[src/rtl/perm_pkg.sv]
// perm_pkg: shared permission/fault bit indices, port ids, FSM encoding and counter helper
package perm_pkg;
  localparam int PERM_R = 0;
  localparam int PERM_W = 1;
  localparam int PERM_X = 2;
  localparam int FLT_NO_READ = 0;
  localparam int FLT_WR_PROT = 1;
  localparam int FLT_NO_EXEC = 2;
  localparam int FLT_PRIV_REL = 3;
  localparam int FLT_BAD_REQ = 4;
  localparam logic PORT_I = 1'b0;
  localparam logic PORT_D = 1'b1;
  typedef enum logic [1:0] {IDLE, CHECK, RESP} state_t;
  function automatic logic [15:0] sat_inc(input logic [15:0] v, input logic inc, input logic clr);
    return clr ? 16'd0 : (inc && v != 16'hFFFF) ? v + 16'd1 : v;
  endfunction
endpackage

[src/rtl/perm_arb_if.sv]
// perm_arb_if: I/D permission request ports and the check response channel
interface perm_arb_if #(parameter int TAG_W = 4);
  logic i_valid, i_ready, i_user, i_tt;
  logic [2:0] i_uperm, i_sperm;
  logic [TAG_W-1:0] i_tag;
  logic d_valid, d_ready, d_write, d_user, d_tt;
  logic [2:0] d_uperm, d_sperm;
  logic [TAG_W-1:0] d_tag;
  logic rsp_valid, rsp_ready, rsp_port, rsp_allow;
  logic [TAG_W-1:0] rsp_tag;
  logic [4:0] rsp_fault;
  modport master(
    output i_valid, i_user, i_tt, i_uperm, i_sperm, i_tag,
    output d_valid, d_write, d_user, d_tt, d_uperm, d_sperm, d_tag, rsp_ready,
    input i_ready, d_ready, rsp_valid, rsp_port, rsp_allow, rsp_tag, rsp_fault
  );
  modport slave(
    input i_valid, i_user, i_tt, i_uperm, i_sperm, i_tag,
    input d_valid, d_write, d_user, d_tt, d_uperm, d_sperm, d_tag, rsp_ready,
    output i_ready, d_ready, rsp_valid, rsp_port, rsp_allow, rsp_tag, rsp_fault
  );
endinterface

[src/rtl/perm_check.sv]
// perm_check: combinational 68k MMU permission check for one one-hot {x,w,r} operation
module perm_check
  import perm_pkg::*;
(
  input  logic       user,
  input  logic       tt,
  input  logic [2:0] uperm,
  input  logic [2:0] sperm,
  input  logic [2:0] op,
  output logic       allow,
  output logic [4:0] fault
);
  logic [2:0] bank, miss;
  always_comb begin
    bank = user ? uperm : sperm;
    miss = tt ? 3'b000 : op & ~bank;
    allow = tt | (|(op & bank));
    fault = '0;
    fault[FLT_NO_READ] = miss[PERM_R];
    fault[FLT_WR_PROT] = miss[PERM_W];
    fault[FLT_NO_EXEC] = miss[PERM_X];
    fault[FLT_PRIV_REL] = ~allow & user & (|(op & sperm));
    fault[FLT_BAD_REQ] = ~tt & ~$onehot(op);
  end
endmodule

[src/rtl/perm_arb.sv]
// perm_arb: arbitrates I/D permission requests onto one shared checker with sticky fault record
// Optional PERM_STATS_EN adds saturating check/deny counters and stat_clr.
module perm_arb
  import perm_pkg::*;
#(
  parameter int TAG_W = 4,
  parameter int ARB_MODE = 0
) (
  input  logic             clk,
  input  logic             rst,
  perm_arb_if.slave        bus,
  input  logic             flt_clr,
  output logic             flt_valid,
  output logic             flt_ovf,
  output logic             flt_port,
  output logic [TAG_W-1:0] flt_tag,
  output logic [4:0]       flt_code
`ifdef PERM_STATS_EN
  ,
  input  logic             stat_clr,
  output logic [15:0]      stat_i_chk,
  output logic [15:0]      stat_d_chk,
  output logic [15:0]      stat_i_deny,
  output logic [15:0]      stat_d_deny
`endif
);
  state_t state, state_n;
  logic gnt_i, gnt_d, last_d;
  logic op_port, op_user, op_tt;
  logic [2:0] op_req, op_uperm, op_sperm;
  logic [TAG_W-1:0] op_tag;
  logic chk_allow, deny;
  logic [4:0] chk_fault;
  perm_check u_chk (
    .user(op_user), .tt(op_tt), .uperm(op_uperm), .sperm(op_sperm), .op(op_req),
    .allow(chk_allow), .fault(chk_fault)
  );
  // Grants only leave IDLE; round-robin favours the port that did not win last time.
  always_comb begin
    gnt_i = !rst && state == IDLE && bus.i_valid && (ARB_MODE != 0 || !bus.d_valid || last_d);
    gnt_d = !rst && state == IDLE && bus.d_valid && !gnt_i;
    state_n = state;
    if (state == IDLE && (gnt_i || gnt_d)) state_n = CHECK;
    else if (state == CHECK) state_n = RESP;
    else if (state == RESP && bus.rsp_ready) state_n = IDLE;
  end
  assign bus.i_ready = gnt_i;
  assign bus.d_ready = gnt_d;
  assign deny = state == CHECK && !chk_allow;
  always_ff @(posedge clk) state <= rst ? IDLE : state_n;
  always_ff @(posedge clk) begin
    if (rst) begin
      last_d <= PORT_D;
      {op_port, op_user, op_tt, op_req, op_uperm, op_sperm, op_tag} <= '0;
      {bus.rsp_valid, bus.rsp_port, bus.rsp_allow, bus.rsp_tag, bus.rsp_fault} <= '0;
      {flt_valid, flt_ovf, flt_port, flt_tag, flt_code} <= '0;
    end else begin
      if (gnt_i || gnt_d) begin
        last_d <= gnt_d;
        op_port <= gnt_d;
        op_user <= gnt_d ? bus.d_user : bus.i_user;
        op_tt <= gnt_d ? bus.d_tt : bus.i_tt;
        op_uperm <= gnt_d ? bus.d_uperm : bus.i_uperm;
        op_sperm <= gnt_d ? bus.d_sperm : bus.i_sperm;
        op_tag <= gnt_d ? bus.d_tag : bus.i_tag;
        op_req <= gnt_d ? {1'b0, bus.d_write, ~bus.d_write} : 3'b100;
      end
      if (state == CHECK) begin
        bus.rsp_valid <= 1'b1;
        bus.rsp_port <= op_port;
        bus.rsp_tag <= op_tag;
        bus.rsp_allow <= chk_allow;
        bus.rsp_fault <= chk_fault;
      end else if (state == RESP && bus.rsp_ready) begin
        bus.rsp_valid <= 1'b0;
      end
      // A clear coinciding with a new fault lets the new fault become the first record.
      if (deny && (flt_clr || !flt_valid)) begin
        flt_valid <= 1'b1;
        flt_ovf <= 1'b0;
        flt_port <= op_port;
        flt_tag <= op_tag;
        flt_code <= chk_fault;
      end else if (deny) begin
        flt_ovf <= 1'b1;
      end else if (flt_clr) begin
        flt_valid <= 1'b0;
        flt_ovf <= 1'b0;
      end
    end
  end
`ifdef PERM_STATS_EN
  logic chk;
  assign chk = state == CHECK;
  always_ff @(posedge clk) begin
    stat_i_chk <= sat_inc(stat_i_chk, chk && op_port == PORT_I, rst || stat_clr);
    stat_d_chk <= sat_inc(stat_d_chk, chk && op_port == PORT_D, rst || stat_clr);
    stat_i_deny <= sat_inc(stat_i_deny, deny && op_port == PORT_I, rst || stat_clr);
    stat_d_deny <= sat_inc(stat_d_deny, deny && op_port == PORT_D, rst || stat_clr);
  end
`endif
endmodule

[src/flat_wrapper.sv]
// flat-port wrapper written by rule: the top's interface ports become plain ports
module perm_arb_flat import perm_pkg::*;
#(
  parameter int TAG_W = 4,
  parameter int ARB_MODE = 0
)
  (clk, rst, flt_clr, flt_valid, flt_ovf, flt_port, flt_tag, flt_code, bus_i_valid, bus_i_user, bus_i_tt, bus_i_uperm, bus_i_sperm, bus_i_tag, bus_d_valid, bus_d_write, bus_d_user, bus_d_tt, bus_d_uperm, bus_d_sperm, bus_d_tag, bus_rsp_ready, bus_i_ready, bus_d_ready, bus_rsp_valid, bus_rsp_port, bus_rsp_allow, bus_rsp_tag, bus_rsp_fault);
  perm_arb_if #(.TAG_W(TAG_W)) bus_i ();
  input  logic clk;
  input  logic rst;
  input  logic flt_clr;
  output logic flt_valid;
  output logic flt_ovf;
  output logic flt_port;
  output logic [TAG_W-1:0] flt_tag;
  output logic [4:0] flt_code;
  input wire logic [$bits(bus_i.i_valid)-1:0] bus_i_valid;
  input wire logic [$bits(bus_i.i_user)-1:0] bus_i_user;
  input wire logic [$bits(bus_i.i_tt)-1:0] bus_i_tt;
  input wire logic [$bits(bus_i.i_uperm)-1:0] bus_i_uperm;
  input wire logic [$bits(bus_i.i_sperm)-1:0] bus_i_sperm;
  input wire logic [$bits(bus_i.i_tag)-1:0] bus_i_tag;
  input wire logic [$bits(bus_i.d_valid)-1:0] bus_d_valid;
  input wire logic [$bits(bus_i.d_write)-1:0] bus_d_write;
  input wire logic [$bits(bus_i.d_user)-1:0] bus_d_user;
  input wire logic [$bits(bus_i.d_tt)-1:0] bus_d_tt;
  input wire logic [$bits(bus_i.d_uperm)-1:0] bus_d_uperm;
  input wire logic [$bits(bus_i.d_sperm)-1:0] bus_d_sperm;
  input wire logic [$bits(bus_i.d_tag)-1:0] bus_d_tag;
  input wire logic [$bits(bus_i.rsp_ready)-1:0] bus_rsp_ready;
  output wire logic [$bits(bus_i.i_ready)-1:0] bus_i_ready;
  output wire logic [$bits(bus_i.d_ready)-1:0] bus_d_ready;
  output wire logic [$bits(bus_i.rsp_valid)-1:0] bus_rsp_valid;
  output wire logic [$bits(bus_i.rsp_port)-1:0] bus_rsp_port;
  output wire logic [$bits(bus_i.rsp_allow)-1:0] bus_rsp_allow;
  output wire logic [$bits(bus_i.rsp_tag)-1:0] bus_rsp_tag;
  output wire logic [$bits(bus_i.rsp_fault)-1:0] bus_rsp_fault;
  assign bus_i.i_valid = bus_i_valid;
  assign bus_i.i_user = bus_i_user;
  assign bus_i.i_tt = bus_i_tt;
  assign bus_i.i_uperm = bus_i_uperm;
  assign bus_i.i_sperm = bus_i_sperm;
  assign bus_i.i_tag = bus_i_tag;
  assign bus_i.d_valid = bus_d_valid;
  assign bus_i.d_write = bus_d_write;
  assign bus_i.d_user = bus_d_user;
  assign bus_i.d_tt = bus_d_tt;
  assign bus_i.d_uperm = bus_d_uperm;
  assign bus_i.d_sperm = bus_d_sperm;
  assign bus_i.d_tag = bus_d_tag;
  assign bus_i.rsp_ready = bus_rsp_ready;
  assign bus_i_ready = bus_i.i_ready;
  assign bus_d_ready = bus_i.d_ready;
  assign bus_rsp_valid = bus_i.rsp_valid;
  assign bus_rsp_port = bus_i.rsp_port;
  assign bus_rsp_allow = bus_i.rsp_allow;
  assign bus_rsp_tag = bus_i.rsp_tag;
  assign bus_rsp_fault = bus_i.rsp_fault;
  perm_arb #(.TAG_W(TAG_W), .ARB_MODE(ARB_MODE)) u_core (.clk(clk), .rst(rst), .bus(bus_i), .flt_clr(flt_clr), .flt_valid(flt_valid), .flt_ovf(flt_ovf), .flt_port(flt_port), .flt_tag(flt_tag), .flt_code(flt_code));
endmodule
[config.mk]
export PLATFORM = sky130hd
export DESIGN_NAME = perm_arb_flat
export DESIGN_NICKNAME = d
export VERILOG_FILES = /design/src/rtl/perm_pkg.sv /design/src/rtl/perm_arb_if.sv /design/src/rtl/perm_check.sv /design/src/rtl/perm_arb.sv /design/src/flat_wrapper.sv
export SDC_FILE = /design/constraint.sdc
export NUM_CORES = 1
export LEC_CHECK = 0
export ABC_AREA = 1
export CELL_PAD_IN_SITES_DETAIL_PLACEMENT = 1
export CELL_PAD_IN_SITES_GLOBAL_PLACEMENT = 1
export CORE_ASPECT_RATIO = 1.75
export CORE_MARGIN = 3
export CORE_UTILIZATION = 36
export CTS_CLUSTER_DIAMETER = 30
export DETAILED_ROUTE_END_ITERATION = 10
export PLACE_DENSITY = 0.85
export SYNTH_ARGS = -nofsm -noshare
export SYNTH_HDL_FRONTEND = slang
export SYNTH_SLANG_ARGS = --single-unit
[constraint.sdc]
create_clock -name clk -period 2.65 [get_ports clk]
set_clock_uncertainty 0.2 [all_clocks]
set_input_delay 0.3975 -clock clk [delete_from_list [all_inputs] [get_ports clk]]
set_output_delay 0.3975 -clock clk [all_outputs]
set_load 0.01 [all_outputs]
==> results of run 1 <==
==> per-layer routing <==
metal  share of wire  wire length, um
met1            0.39             1970
met5               0                0
met3           0.030              151
met2            0.57             2860
met4           0.015               77
==> registers in the layout, summed over array words and instances (netlist names), 2 cells and up <==
signal,count
u_core.bus.rsp_fault,5
u_core.bus.rsp_tag,4
u_core.flt_code,5
u_core.flt_tag,4
u_core.op_req,3
u_core.op_sperm,3
u_core.op_tag,4
u_core.op_uperm,3
u_core.state,2
==> cells in the mapped netlist <==
cell type | instances | share of area
nor2_1 | 22 | 0.041
nand2_4 | 1 | 0.0056
or2_2 | 2 | 0.0063
fa_1 | 1 | 0.010
dfxtp_1 | 43 | 0.43
inv_1 | 41 | 0.077
nor3_1 | 1 | 0.0025
nand4_1 | 4 | 0.013
nor2_2 | 1 | 0.0031
nand3_4 | 1 | 0.0088
buf_1 | 1 | 0.0019
nand4_4 | 1 | 0.011
a21oi_1 | 15 | 0.038
or2_0 | 1 | 0.0031
buf_2 | 6 | 0.015
o21ai_0 | 12 | 0.030
nand3_2 | 3 | 0.015
buf_6 | 1 | 0.0056
clkinv_1 | 2 | 0.0038
buf_4 | 1 | 0.0038
nand2_1 | 66 | 0.12
nor2_4 | 1 | 0.0056
nand3_1 | 29 | 0.073
inv_2 | 6 | 0.011
clkbuf_1 | 2 | 0.0038
a211oi_1 | 1 | 0.0038
nor2_8 | 1 | 0.010
nand2_2 | 7 | 0.022
o211ai_1 | 6 | 0.023
==> path summary, 6_finish.rpt <==
path / start / endpoint / depth (start not counted)
max reg2reg: u_core.state[0] / u_core.op_sperm[0] / 9
max: rst / bus_d_ready / 7
min: u_core.flt_ovf / u_core.flt_ovf / 2
min reg2reg: u_core.flt_ovf / u_core.flt_ovf / 2
==> metrics by stage <==
stage,cell area (sq um),instances,power (mW),utilization
2_1_floorplan,2000,279,1.12,-
3_3_place_gp,2670,408,1.35,0.503
3_5_place_dp,2670,408,1.37,0.503
4_1_cts,2750,416,1.78,0.519
5_1_grt,2750,416,1.87,0.519
6_report,2750,416,1.75,0.519
==> worst register-to-register path, stage by stage (launching register included) <==
cell and delay (ns):
dfxtp_1 0.36, nor2_2 0.21, nand4_4 0.20, buf_4 0.22
nand2_2 0.21, inv_2 0.14, nand2_1 0.09, nand3_1 0.08
nand2_1 0.06, inv_1 0.04
==> logic make-up (layout without fill, tap and decap cells) <==
group | count (synthesis) | after routing
fa+ha+maj | 1 | 1
compound gates | 34 | 34
buf+inv | 60 | 123
flops | 43 | 43
simple gates | 141 | 141
==> area by class of cell <==
class	count	area [sq um]
repair buffers	66	636
inverters	49	184
clock inverters	2	12.5
well taps	74	92.6
clock buffers	6	72.6
multi-input cells	176	893
fillers	681	2550
flip-flops and latches	43	861
==> where the power goes <==
| part | leakage (nW) | switching [mW] | total, mW | internal (mW) |
|---|---|---|---|---|
| registers | 0.354 | 0.0563 | 0.793 | 0.737 |
| logic | 0.864 | 0.288 | 0.553 | 0.265 |
| clock network | 0.0412 | 0.222 | 0.406 | 0.184 |
==> impl_metrics.csv, run 1 <==
group,metric,value,unit
global_routing,grt_pass1_wl,8.79,mm
global_routing,use_met3,0.0204,
clock_tree,cts_setup_buffers,0,
sta,setup_ws,0.139,ns
yosys,synth_top_family_by_area,"simple AND/OR/NAND/NOR gates",
clock_tree,cts_resized,0,
yosys,synth_compound_area_frac,0.0939,
global_routing,grt.met1_usage,0.167,
final_layout,drive_gt1_frac,0.120,
global_routing,use_met2,0.332,
sta,min_period,2.51,ns
floorplan,die_h,105,um
sta,finalSetupViolCount,0,
clock_tree,cts_tree,"yes",
final_layout,nets,373,
worst_setup_path,slowest_delay,0.55,ns
hold_path,hold_path_class,"reg -> reg",
floorplan,die_area,0.00652,sq mm
detailed_routing,drt-initial-drc-count,38,
worst_setup_path,r2r_slack,0.74,ns
clock_tree,root_buffer,"clkbuf_8",
worst_setup_path,crit_arrival,1.91,ns
sta,timing.hold.ws,0.263,ns
clock_tree,clock_path_buffers,2,
clock_tree,cts_buffers,5,
floorplan,die_w,62.3,um
floorplan,start_util,0.377,
final_layout,insertedDiodeCount,0,
placed_design,gp_congestion,0.785,
worst_setup_path,cp-start-kind,"input port",
pwr,p_leak,1.26,nW
sta,fin_crit_sh,0.947,
clock_tree,cts.sinks,43,
detailed_routing,vias,1926,
detailed_routing,drt-total-wl,5.06,mm
global_routing,top_usage_layer,"met2",
run,maxCapViolCount,0,
worst_setup_path,path_delay_family,"buffers and inverters",
yosys,yosysSeqAreaShare,0.431,
floorplan,core,0.00530,sq mm
clock_tree,htree_levels,2,
pwr,power_density,637,mW/mm^2
yosys,synthXorXnorAreaFrac,0,
worst_setup_path,path_buf_inv,5,
outcome,outcome,"finished, final reports clean",
sta,slew_headroom,0.806,
detailed_routing,antenna_left,0,
floorplan,rows,35,
sta,setup-tns-final,0,ns
placed_design,place_ws,0.113,ns
pwr,peakVddDrop,262,uV
detailed_routing,vias_per_cell,4.63,
sta,grt_setup_unrepaired,"no",
final_layout,mostFrequentLayoutCell,"nand2_1",
detailed_routing,wire_per_inst,12.2,um
yosys,synth_fa_ha_area_frac,0.0100,
sta,max_freq,398,MHz
final_layout,area_growth,37.7,%
floorplan,ios,57,
sta,hold_viol_final,0,
yosys,synth_mux_area_frac,0,
sta,slew_violations,0,
global_routing,grt_usage,0.164,
yosys,syn_area,0.00200,sq mm
worst_setup_path,worstPathRequired,2.05,ns
yosys,yosys.area_share.simple,0.343,
yosys,ys.warnings.count,0,
clock_tree,clk_pin_slew,0.08,ns
worst_setup_path,slowest_stage,"clkdlybuf4s50_1",
global_routing,grt_pass1_vias,1978,
yosys,synth_seq_cells,43,
clock_tree,insertion_delay,0.29,ns
yosys,ys_types,29,
worst_setup_path,path_cells,"clkdlybuf4s50_1, inv_2, nand3_1, clkinv_1, nand2_2, inv_1, clkdlybuf4s50_1",
placed_design,hpwl,4.07,mm
worst_setup_path,critical_path_peak_fanout,4,
detailed_routing,first_pass_iters,4,
yosys,avgSynthCellArea,7.16,sq um
global_routing,antenna_found_initial,0,
global_routing,overflow,0,
worst_setup_path,cpMostUsedCell,"clkdlybuf4s50_1",
global_routing,grt_max_degree,25,
detailed_routing,drc,0,
sta,worstMarginPinSlew,0.291,ns
yosys,postSynthCellCount,279,
worst_setup_path,crit_path_end_kind,"output port",
yosys,synthesis.nets,311,
worst_setup_path,worstSetupPathType,"in -> out",
final_layout,layout_common_cells,"66 x nand2_1, 56 x clkdlybuf4s50_1, 43 x dfxtp_1, 41 x inv_1, 29 x nand3_1",
placed_design,numPortBuffers,56,
clock_tree,postCtsHoldBufs,0,
Note: power is estimated with default switching activity, not from simulation.
==> inputs of run 2 (changes only) <==
--- a/config.mk
+++ b/config.mk
@@ -5,15 +5,14 @@
 export SDC_FILE = /design/constraint.sdc
 export NUM_CORES = 1
 export LEC_CHECK = 0
-export ABC_AREA = 1
 export CELL_PAD_IN_SITES_DETAIL_PLACEMENT = 1
 export CELL_PAD_IN_SITES_GLOBAL_PLACEMENT = 1
 export CORE_ASPECT_RATIO = 1.75
 export CORE_MARGIN = 3
-export CORE_UTILIZATION = 36
+export CORE_UTILIZATION = 37
 export CTS_CLUSTER_DIAMETER = 30
 export DETAILED_ROUTE_END_ITERATION = 10
-export PLACE_DENSITY = 0.85
+export PLACE_DENSITY = 0.84
 export SYNTH_ARGS = -nofsm -noshare
 export SYNTH_HDL_FRONTEND = slang
 export SYNTH_SLANG_ARGS = --single-unit
==> run 2 against run 1 <==
Sequential share of layout area rose by 1.3 points. Final cell count fell by 23%. Sequential power fell by 7.6%. Fmax fell by 0.71%. Critical endpoint unchanged.
==> impl_metrics.csv, run 2 <==
group,metric,value,unit
outcome,outcome,"finished, final reports clean",
global_routing,overflow,0,
yosys,yosys-top-cells-area,"dfxtp_1 46%, mux2i_1 7.4%, a21oi_1 5.3%",
yosys,avgSynthCellArea,9.10,sq um
final_layout,instances_no_fill,319,
floorplan,die_area,0.00604,sq mm
yosys,synth_top_area_frac,0.455,
placed_design,place_inst,311,
placed_design,gp_congestion,0.781,
detailed_routing,antenna_left,0,
detailed_routing,drt-initial-drc-count,38,
worst_setup_path,critical_path_peak_fanout,4,
worst_setup_path,worstPathRequired,2.05,ns
yosys,synthTopCellsByCount,"43 x dfxtp_1, 25 x nor2_1, 20 x a21oi_1",
detailed_routing,vias_per_cell,5.39,
floorplan,start_util,0.392,
clock_tree,insertion_delay,0.30,ns
final_layout,reg_top3,"u_core.bus.rsp_fault (5), u_core.flt_code (5)",
final_layout,fillers,557,
yosys,synth_seq_cells,43,
placed_design,placed_area,0.00254,sq mm
worst_setup_path,crit_arrival,1.93,ns
yosys,ys.warnings.count,0,
sta,fin_crit_sh,0.954,
yosys,synth-edff-count,0,
pwr,seq_power_share,0.498,
clock_tree,clk_pin_slew,0.08,ns
run,maxCapViolCount,0,
pwr,power_density,557,mW/mm^2
final_layout,nets,298,
sta,grt_setup_unrepaired,"no",
clock_tree,cts_tree,"yes",
placed_design,numPortBuffers,56,
sta,slew_headroom,0.640,
worst_setup_path,crit_path_end_kind,"output port",
global_routing,grt_pass1_wl,8.10,mm
sta,max_freq,395,MHz
sta,min_period,2.53,ns
sta,hold_viol_final,0,
final_layout,utilization,0.547,
detailed_routing,vias,1720,
placed_design,place_ws,0.140,ns
global_routing,antenna_found_initial,0,
detailed_routing,drt-total-wl,4.89,mm
sta,finalSetupViolCount,0,
floorplan,die_h,101,um
final_layout,mostFrequentLayoutCell,"clkdlybuf4s50_1",
global_routing,grt_pass1_vias,1712,
final_layout,insertedDiodeCount,0,
yosys,ys_types,33,
final_layout,area_growth,39.6,%
pwr,p_sw_frac,0.268,
sta,setup_ws,0.121,ns
placed_design,hpwl,3.65,mm
yosys,yosysSeqAreaShare,0.455,
pwr,peakVddDrop,476,uV
floorplan,core,0.00483,sq mm
yosys,post-synth-top-count-cell,"dfxtp_1",
detailed_routing,wire_per_inst,15.3,um
pwr,comb_power_share,0.190,
clock_tree,cts.sinks,43,
sta,worstMarginPinSlew,0.539,ns
clock_tree,clock_path_buffers,2,
pwr,pwr-share-clk,0.312,
yosys,async_reset_ff_frac,0,
hold_path,hold_path_class,"reg -> reg",
clock_tree,cts_buffers,5,
final_layout,final_cell_area,0.00264,sq mm
pwr,p_int,1.08,mW
clock_tree,postCtsHoldBufs,0,
sta,slew_violations,0,
pwr,power,1.47,mW
sta,setup-tns-final,0,ns
yosys,synthesis.nets,240,
worst_setup_path,cp-start-kind,"input port",
detailed_routing,drc,0,
floorplan,die_w,60.1,um
clock_tree,htree_levels,2,
global_routing,grt_max_degree,51,
yosys,yosysTopAreaCell,"dfxtp_1",
worst_setup_path,worstSetupPathType,"in -> out",
clock_tree,cts_resized,0,
global_routing,grt_usage,0.175,
pwr,p_sw,0.393,mW
sta,timing.hold.ws,0.262,ns
yosys,postSynthCellCount,208,
pwr,p_leak,0.927,nW
final_layout,drive_gt1_frac,0.105,
floorplan,rows,33,
floorplan,ios,57,
detailed_routing,first_pass_iters,4,
yosys,syn_area,0.00189,sq mm
yosys,synth_ff_type,"dfxtp_1",
clock_tree,root_buffer,"clkbuf_8",
clock_tree,cts_setup_buffers,0,
final_layout,layout_common_cells,"56 x clkdlybuf4s50_1, 43 x dfxtp_1, 25 x nor2_1, 20 x a21oi_1, 19 x nand2_1",
-- run 2: path summary, 6_finish.rpt --
path | from | to | slack (ns) | cells past startpoint
min | u_core.bus.rsp_port | u_core.bus.rsp_port | 0.26 | 2
min reg2reg | u_core.bus.rsp_port | u_core.bus.rsp_port | 0.26 | 2
max | bus_d_valid | bus_d_ready | 0.12 | 6
max reg2reg | u_core.op_user | u_core.flt_tag[1] | 0.58 | 5
-- run 2: logic make-up after synthesis --
| family | synth area share |
|---|---|
| simple gates | 0.210 |
| compound gates | 0.187 |
| flops | 0.455 |
| buf+inv | 0.0436 |
| mux | 0.0939 |
| fa+ha+maj | 0.0106 |
-- run 2: cell type report --
type	count	area [sq um]	area share
clock buffer	8	100	0.0379
inverter	4	15.0	0.00568
multi-input combinational	148	955	0.361
sequential	43	861	0.326
tap	52	65.1	0.0246
timing repair buffer	64	646	0.244
-- run 2: power by group through the flow --
stage	registers [mW]	logic [mW]	clock network [mW]
global route	0.740	0.307	0.495
global placement	0.745	0.273	0
detailed placement	0.748	0.280	0
floorplan	0.737	0.154	0
finish	0.733	0.279	0.459
CTS	0.733	0.283	0.470
-- run 2: routing by layer --
metal  track usage  wire, um  part of all wire
met1         0.202      2050              0.42
met2         0.303      2550              0.52
met3        0.0372       168             0.034
met4        0.0734       119             0.024
met5             0         0                 0
-- run 2: critical path, stage by stage --
cell and delay [ns]:
clkdlybuf4s50_1 0.53, nand2b_1 0.08, nand4b_1 0.13, inv_1 0.09, nor3_1 0.14, clkdlybuf4s50_1 0.56
